[src/rtl/deserializer_param.sv]
// UART-RX deserializer: assembles strobed, oversampled bits into a word of runtime length,
// LSB- or MSB-first, with a frame-done pulse, running parity and a hold state.
module deserializer_param #(
    parameter int DATA_WIDTH      = 8,
    parameter int PRESCALER_WIDTH = 6,
    parameter bit MSB_FIRST       = 1'b0
) (
    input  logic                               CLK,
    input  logic                               RST,
    input  logic                               deser_en,
    input  logic                               sampled_bit,
    input  logic [PRESCALER_WIDTH-1:0]         edge_count,
    input  logic [PRESCALER_WIDTH-1:0]         prescaler,
    input  logic [$clog2(DATA_WIDTH+1)-1:0]    data_len,
    output logic [DATA_WIDTH-1:0]              parallel_data,
    output logic                               data_done,
    output logic                               par_calc,
    output logic                               busy
);

    localparam int LEN_W = $clog2(DATA_WIDTH + 1);
    localparam logic [LEN_W-1:0] MAX_LEN = LEN_W'(DATA_WIDTH);

    typedef enum logic [1:0] {IDLE, SHIFT, HOLD} state_t;

    state_t                     state, state_nxt;
    logic [LEN_W-1:0]           bit_cnt, len, len_in, wr_idx;
    logic [PRESCALER_WIDTH-1:0] presc_m1;
    logic [DATA_WIDTH-1:0]      data_wr;
    logic                       strobe, last_bit;

    // prescaler 0/1 would make presc_m1 match edge_count trivially, so it is excluded
    assign presc_m1 = prescaler - PRESCALER_WIDTH'(1);
    assign strobe   = deser_en && (prescaler > PRESCALER_WIDTH'(1)) && (edge_count == presc_m1);
    assign len_in   = ((data_len == '0) || (data_len > MAX_LEN)) ? MAX_LEN : data_len;
    assign last_bit = (bit_cnt == len - LEN_W'(1));

    always_comb begin
        if (state == IDLE)
            wr_idx = MSB_FIRST ? len_in - LEN_W'(1) : '0;
        else
            wr_idx = MSB_FIRST ? len - LEN_W'(1) - bit_cnt : bit_cnt;
    end

    // A new frame starts from an all-zero word so bits above len-1 never carry old data
    always_comb begin
        data_wr = (state == IDLE) ? '0 : parallel_data;
        for (int unsigned i = 0; i < DATA_WIDTH; i++) begin
            if (LEN_W'(i) == wr_idx)
                data_wr[i] = sampled_bit;
        end
    end

    always_ff @(posedge CLK or posedge RST) begin
        if (RST)
            state <= IDLE;
        else
            state <= state_nxt;
    end

    always_comb begin
        state_nxt = state;
        if (!deser_en) begin
            state_nxt = IDLE;
        end else begin
            case (state)
                IDLE:    if (strobe) state_nxt = (len_in == LEN_W'(1)) ? HOLD : SHIFT;
                SHIFT:   if (strobe && last_bit) state_nxt = HOLD;
                HOLD:    state_nxt = HOLD;
                default: state_nxt = IDLE;
            endcase
        end
    end

    always_comb begin
        busy = (state == SHIFT);
    end

    always_ff @(posedge CLK or posedge RST) begin
        if (RST) begin
            bit_cnt       <= '0;
            len           <= '0;
            parallel_data <= '0;
            data_done     <= 1'b0;
            par_calc      <= 1'b0;
        end else begin
            data_done <= 1'b0;
            if (!deser_en) begin
                bit_cnt <= '0;
            end else if (strobe) begin
                case (state)
                    IDLE: begin
                        len           <= len_in;
                        parallel_data <= data_wr;
                        par_calc      <= sampled_bit;
                        bit_cnt       <= LEN_W'(1);
                        data_done     <= (len_in == LEN_W'(1));
                    end
                    SHIFT: begin
                        parallel_data <= data_wr;
                        par_calc      <= par_calc ^ sampled_bit;
                        bit_cnt       <= bit_cnt + LEN_W'(1);
                        data_done     <= last_bit;
                    end
                    default: ;
                endcase
            end
        end
    end

endmodule

[config.mk]
export PLATFORM = sky130hd
export DESIGN_NAME = deserializer_param
export DESIGN_NICKNAME = d
export VERILOG_FILES = /design/src/rtl/deserializer_param.sv
export SDC_FILE = /design/constraint.sdc
export NUM_CORES = 1
export LEC_CHECK = 0
export BUFFER_PORTS_ARGS = -buffer_cell sky130_fd_sc_hd__buf_2
export CORE_MARGIN = 4
export CORE_UTILIZATION = 48
export DETAILED_ROUTE_END_ITERATION = 10
export PLACE_DENSITY = 0.85
export SLEW_MARGIN = 30
export SYNTH_ARGS = -nofsm -noshare
export SYNTH_HDL_FRONTEND = slang
export SYNTH_SLANG_ARGS = --single-unit
[constraint.sdc]
create_clock -name CLK -period 1.7 [get_ports CLK]
set_input_delay 0.34 -clock CLK [delete_from_list [all_inputs] [get_ports CLK]]
set_output_delay 0.34 -clock CLK [all_outputs]
set_load 0.05 [all_outputs]
### Word level (Yosys, flattened, before mapping)

Index checks and enable logic that the tools add are counted.

* multiplexer cells: 23
* reduce and logical (&&, ||, !) cells: 29
* div/mod/pow operators: 0
* shifts and indexed selects: 0
* eq/ne operators: 16
* $add $sub $neg: 3
* multiply operators: 0
* bitwise gates (word level): 1
* magnitude comparators: 2

Operators by type and width (number)
* $reduce_and 4->1: 8
* $reduce_bool 2->1: 9
* $eq 3x4->1 const A: 4
* $mux 4: 4
* $mux 1: 10
* $eq 2x4->1 const A: 2
* $logic_not 4->1: 2
* $mux 2: 4
* $mux 8: 1
* $pmux 4 s2: 1
* $eq 6x6->1: 1
* $gt 6x1->1 const B: 1
* $pmux 2 s3: 1
* $reduce_and 3->1: 2
* $sub 6x1->6 const B: 1
* $add 4x1->4 const B: 1
* $eq 1x4->1 const A: 1
* $eq 4x1->1 const B: 1
* $eq 4x4->1: 1
* $gt 4x4->1 const B: 1
* $pmux 1 s2: 2
* $reduce_and 2->1: 2
* $sub 4x1->4 const B: 1
* $logic_and 1x1->1: 3
* 10 further kinds: 10

* bits in writable memories: 0
* memories kept: 0
* register bits after elaboration: 20
* input bits: 20
* latch bits: 0
* logic and storage cells: 87
* ROM bits: 0

### Longest topological paths before layout

* word-level depth: 8
* mapped depth: 9

### Worst setup path after synthesis

No wires, ideal clock.

* kind: in2reg
* start: input port prescaler[0]
* end: register bit_cnt[3]
* path buffers: 0
* arrival time: 1897 ps
* path slack: -274 ps
* library setup time: 77 ps
* cell stages on the path: 8
* required time: 1623 ps
* cell sequence: inv_1 -> ha_1 -> xnor2_1 -> o2bb2ai_1 -> a2111oi_4 -> o21ai_2 -> or3_1 -> a21oi_1

* longest elaborated chain between the ends: 5
* elaborated cells on any way between the ends: 7
* classes of those cells: add/sub (1); order compare (1); eq/ne (2); reduce/logical (3)

RTL lines
* start, declared: line 13 `input logic [PRESCALER_WIDTH-1:0] prescaler,`
* $sub 6x1->6 or $gt 6x1->1 (tied branches): line 33, 34
* $eq 6x6->1 or $logic_and 1x1->1 (tied branches): line 34 `assign strobe = deser_en && (prescaler > PRESCALER_WIDTH'(1)) && (edge_count == presc_m1);`
* $logic_and 1x1->1 *: line 34
* $ne 2x1->1 (no line) *
* $reduce_and 2->1 (no line) *
* end signal, assigned: line 102 `bit_cnt <= bit_cnt + LEN_W'(1);`
* end, declared: line 27 `logic [LEN_W-1:0] bit_cnt, len, len_in, wr_idx;`

Every way passes the cells marked *; elsewhere a longest branch is shown, timed or not.
A chain may end at the register's enable or synchronous reset.

### Worst setup path in the final report

* start: register len[1]
* end: register state[0]

* longest elaborated chain between the ends: 5

RTL lines
* start, declared: line 27
* start signal, assigned: line 93 `len <= len_in;`
* $sub 4x1->4
* $eq 4x4->1: line 36 `assign last_bit = (bit_cnt == len - LEN_W'(1));`
* $logic_and 1x1->1: line 68 `SHIFT: if (strobe && last_bit) state_nxt = HOLD;`
* $ne 3x2->1 (no line)
* $reduce_and 2->1 (no line)
* end signal, assigned: line 58 `state <= state_nxt;`
* end, declared: line 26 `state_t state, state_nxt;`

Every way passes these cells.

==> impl_metrics.toml <==
[place]
port_buffers = 30
dp_hpwl_um = 2700
post_dp_cell_area_sq_um = 1820
place_congestion = 0.848

[floorplan]
die_area_sq_um = 3880
io_pins = 31
die_height_um = 62.3
start_util = 0.509
die_x_um = 62.3
rows = 19
core_region_area_sq_um = 2780

[outcome]
status = "complete, but fails checks"
violations = "negative setup slack"

[timing]
fin_hold_ws_ns = 0.0476
setup-violations-final = 20
fmax_mhz = 534
min_period_ns = 1.87
drv_slew = 0
finalCritPeriodShare = 1.10
worst_slew_pin_slew_ns = 0.434
maxSlewHeadroom = 0.710
rsz0062_at_grt = "true"
hold_violations = 0
layout_setup_ws_ns = -0.173
fin_skew_ns = 0.000834

[synth]
syn_inst = 166
synth_most_common_cell = "o21ai_0"
ys_seq_elements = 20
synth.distinct_cells = 42
ys_warn_count = 0
synthTopCellsByCount = "o21ai_0 (23), dfrtp_1 (20), nor2_1 (15)"
synth_top_flop_cell = "dfrtp_1"
synth_area_sq_um = 1420
yosysSeqAreaShare = 0.354
synth_edf_count = 0
syn_avg_cell_area_sq_um = 8.52
yosysTopAreaCell = "dfrtp_1"
synth_top_area_frac = 0.354
yosys-top-cells-area = "dfrtp_1 (35%), o21ai_0 (8.1%), ha_1 (6.2%)"
async_flop_share = 1.00
syn-num-nets = 193

[route]
wirelength_um = 4300
drc = 0
dr.pass1.iters = 4
vias = 1547
wl_per_cell_um = 16.7
drtIter0Drc = 134
post_drt_via_cell_ratio = 6.02
ant_nets = 0

[clock_tree]
cts_tree = "built"
root_buffer = "clkbuf_4"
cts_buffer_depth = 2
clock_latency_ns = 0.30
htree_levels = 1
clk_pin_slew_ns = 0.11
cts_buffers = 3
clock-sinks = 20

[finish]
regArea_sq_um = 500
drive_gt1_frac = 0.469
insertedDiodeCount = 0
area_growth_pct = 50.4
finalNetCount = 254
fin_area_sq_um = 2130
multi_input_area_sq_um = 1040
fillers = 173

[global_route]
grt_overflow = 0
grt_use_met3 = 0.0505
grt_pass1_vias = 1371
grtUsageMet1 = 0.249
grt_usage = 0.185
grt_pass1_wl_um = 6070
antenna_found_initial = 0
grtUsageMet2 = 0.306
grt-busiest-layer = "met2"
grt_max_degree = 21

[worst_setup_path]
critical_path_required_ns = 1.89
end_kind = "flop"
start_kind = "flop"
path_max_fanout = 2
worstPathArrival_ns = 2.06
path_class = "flop to flop"

[pwr]
powerDensity_nw_per_um2 = 808
ir_drop_uv = 858
p_leak_nw = 0.957

[job]
max_cap_viol_count = 0

[hold_path]
worst_hold_path_type = "input pin to async pin"
-- stage by stage --
stage | power [W] | std cells | setup slack, ns | setup TNS [ns] | utilization
floorplan | 0.00100 | 166 | -0.0864 | -0.497 | -
global placement | 0.00120 | 243 | -0.384 | -6.21 | 0.656
detailed placement | 0.00123 | 243 | -0.439 | -7.55 | 0.656
CTS | 0.00154 | 250 | -0.0666 | -0.112 | 0.690
global route | 0.00184 | 257 | -0.283 | -3.21 | 0.765
finish | 0.00172 | 257 | -0.173 | -1.56 | 0.765
-- cells in the final DEF, fill, tap and decap left out, types with 2 or more instances in the layout --
| master | count |
|---|---|
| buf_2 | 27 |
| a41oi_1 | 2 |
| buf_6 | 5 |
| nor3b_2 | 2 |
| o21ai_2 | 9 |
| or4_1 | 2 |
| nand2_1 | 6 |
| o21ai_1 | 12 |
| xnor2_1 | 6 |
| o21ai_0 | 2 |
| nor3_1 | 3 |
| or3_1 | 2 |
| a31oi_1 | 4 |
| inv_1 | 8 |
| xor2_1 | 2 |
| ha_1 | 3 |
| nand3_1 | 6 |
| nand2b_1 | 3 |
| dfrtp_1 | 20 |
| o31ai_1 | 5 |
| ha_4 | 2 |
| xnor2_2 | 2 |
| ha_2 | 2 |
| nor2_1 | 13 |
| buf_4 | 30 |
| inv_2 | 2 |
| clkbuf_4 | 3 |
| a21oi_1 | 7 |
-- layer usage --
layer | wire length (um) | share of wire
met4 | 86 | 0.020
met3 | 293 | 0.068
met2 | 2210 | 0.51
met1 | 1710 | 0.40
met5 | 0 | 0
-- flip-flops by register name (all words and copies together) (netlist names) --
name,count
parallel_data,8
bit_cnt,4
len,4
state,2
data_done,1
par_calc,1
-- report_power, final --
part           leakage, nW  switching (W)  internal (W)
Sequential           0.276      0.0000344      0.000521
Clock               0.0210       0.000144      0.000131
Combinational        0.660       0.000489      0.000401
-- critical path, cell delays in order (launching register included) --
cell and delay, ns:
dfrtp_1 0.41, buf_4 0.15, nor3_1 0.24, xnor2_1 0.12
nor4_2 0.26, buf_4 0.15, o211ai_1 0.13, a22oi_2 0.21
o32ai_2 0.10
-- repair_timing --
action | 4_1_cts | 5_1_grt
cloned | 0 | 2
resized for setup | 10 | 38
buffers inserted | 3 | 5
pin swaps | 4 | 10
endpoints found under the setup margin | 19 | 21
hold buffers | 0 | 0
hold endpoints to repair | 0 | 0
-- area by class of cell --
cell class / count / share of cell area
Tap cell: 31 / 0.0182
Sequential cell: 20 / 0.235
Inverter: 12 / 0.0294
Multi-Input combinational cell: 126 / 0.488
Timing Repair Buffer: 64 / 0.212
Clock buffer: 4 / 0.0170
-- worst paths after layout --
path,start,slack [ns],cells after the start,to
worst max-delay path,len[1],-0.17,8,state[0]
worst min-delay path,RST,0.05,3,parallel_data[7]
worst max register to register,len[1],-0.17,8,state[0]
worst min register to register,parallel_data[0],0.50,2,parallel_data[0]
max in group asynchronous,RST,1.45,3,state[1]
min in group CLK,data_len[1],0.29,3,len[1]
-- cell families after synthesis --
group	share of synthesized area
buffers and inverters	0.0539
adders and majority gates	0.0619
muxes	0.00707
DFF	0.354
xor gates and xnor gates	0.0681
and+or+nand+nor	0.179
AOI/OAI and AO/OA	0.277
No activity file was read; power rests on OpenSTA's default activity.
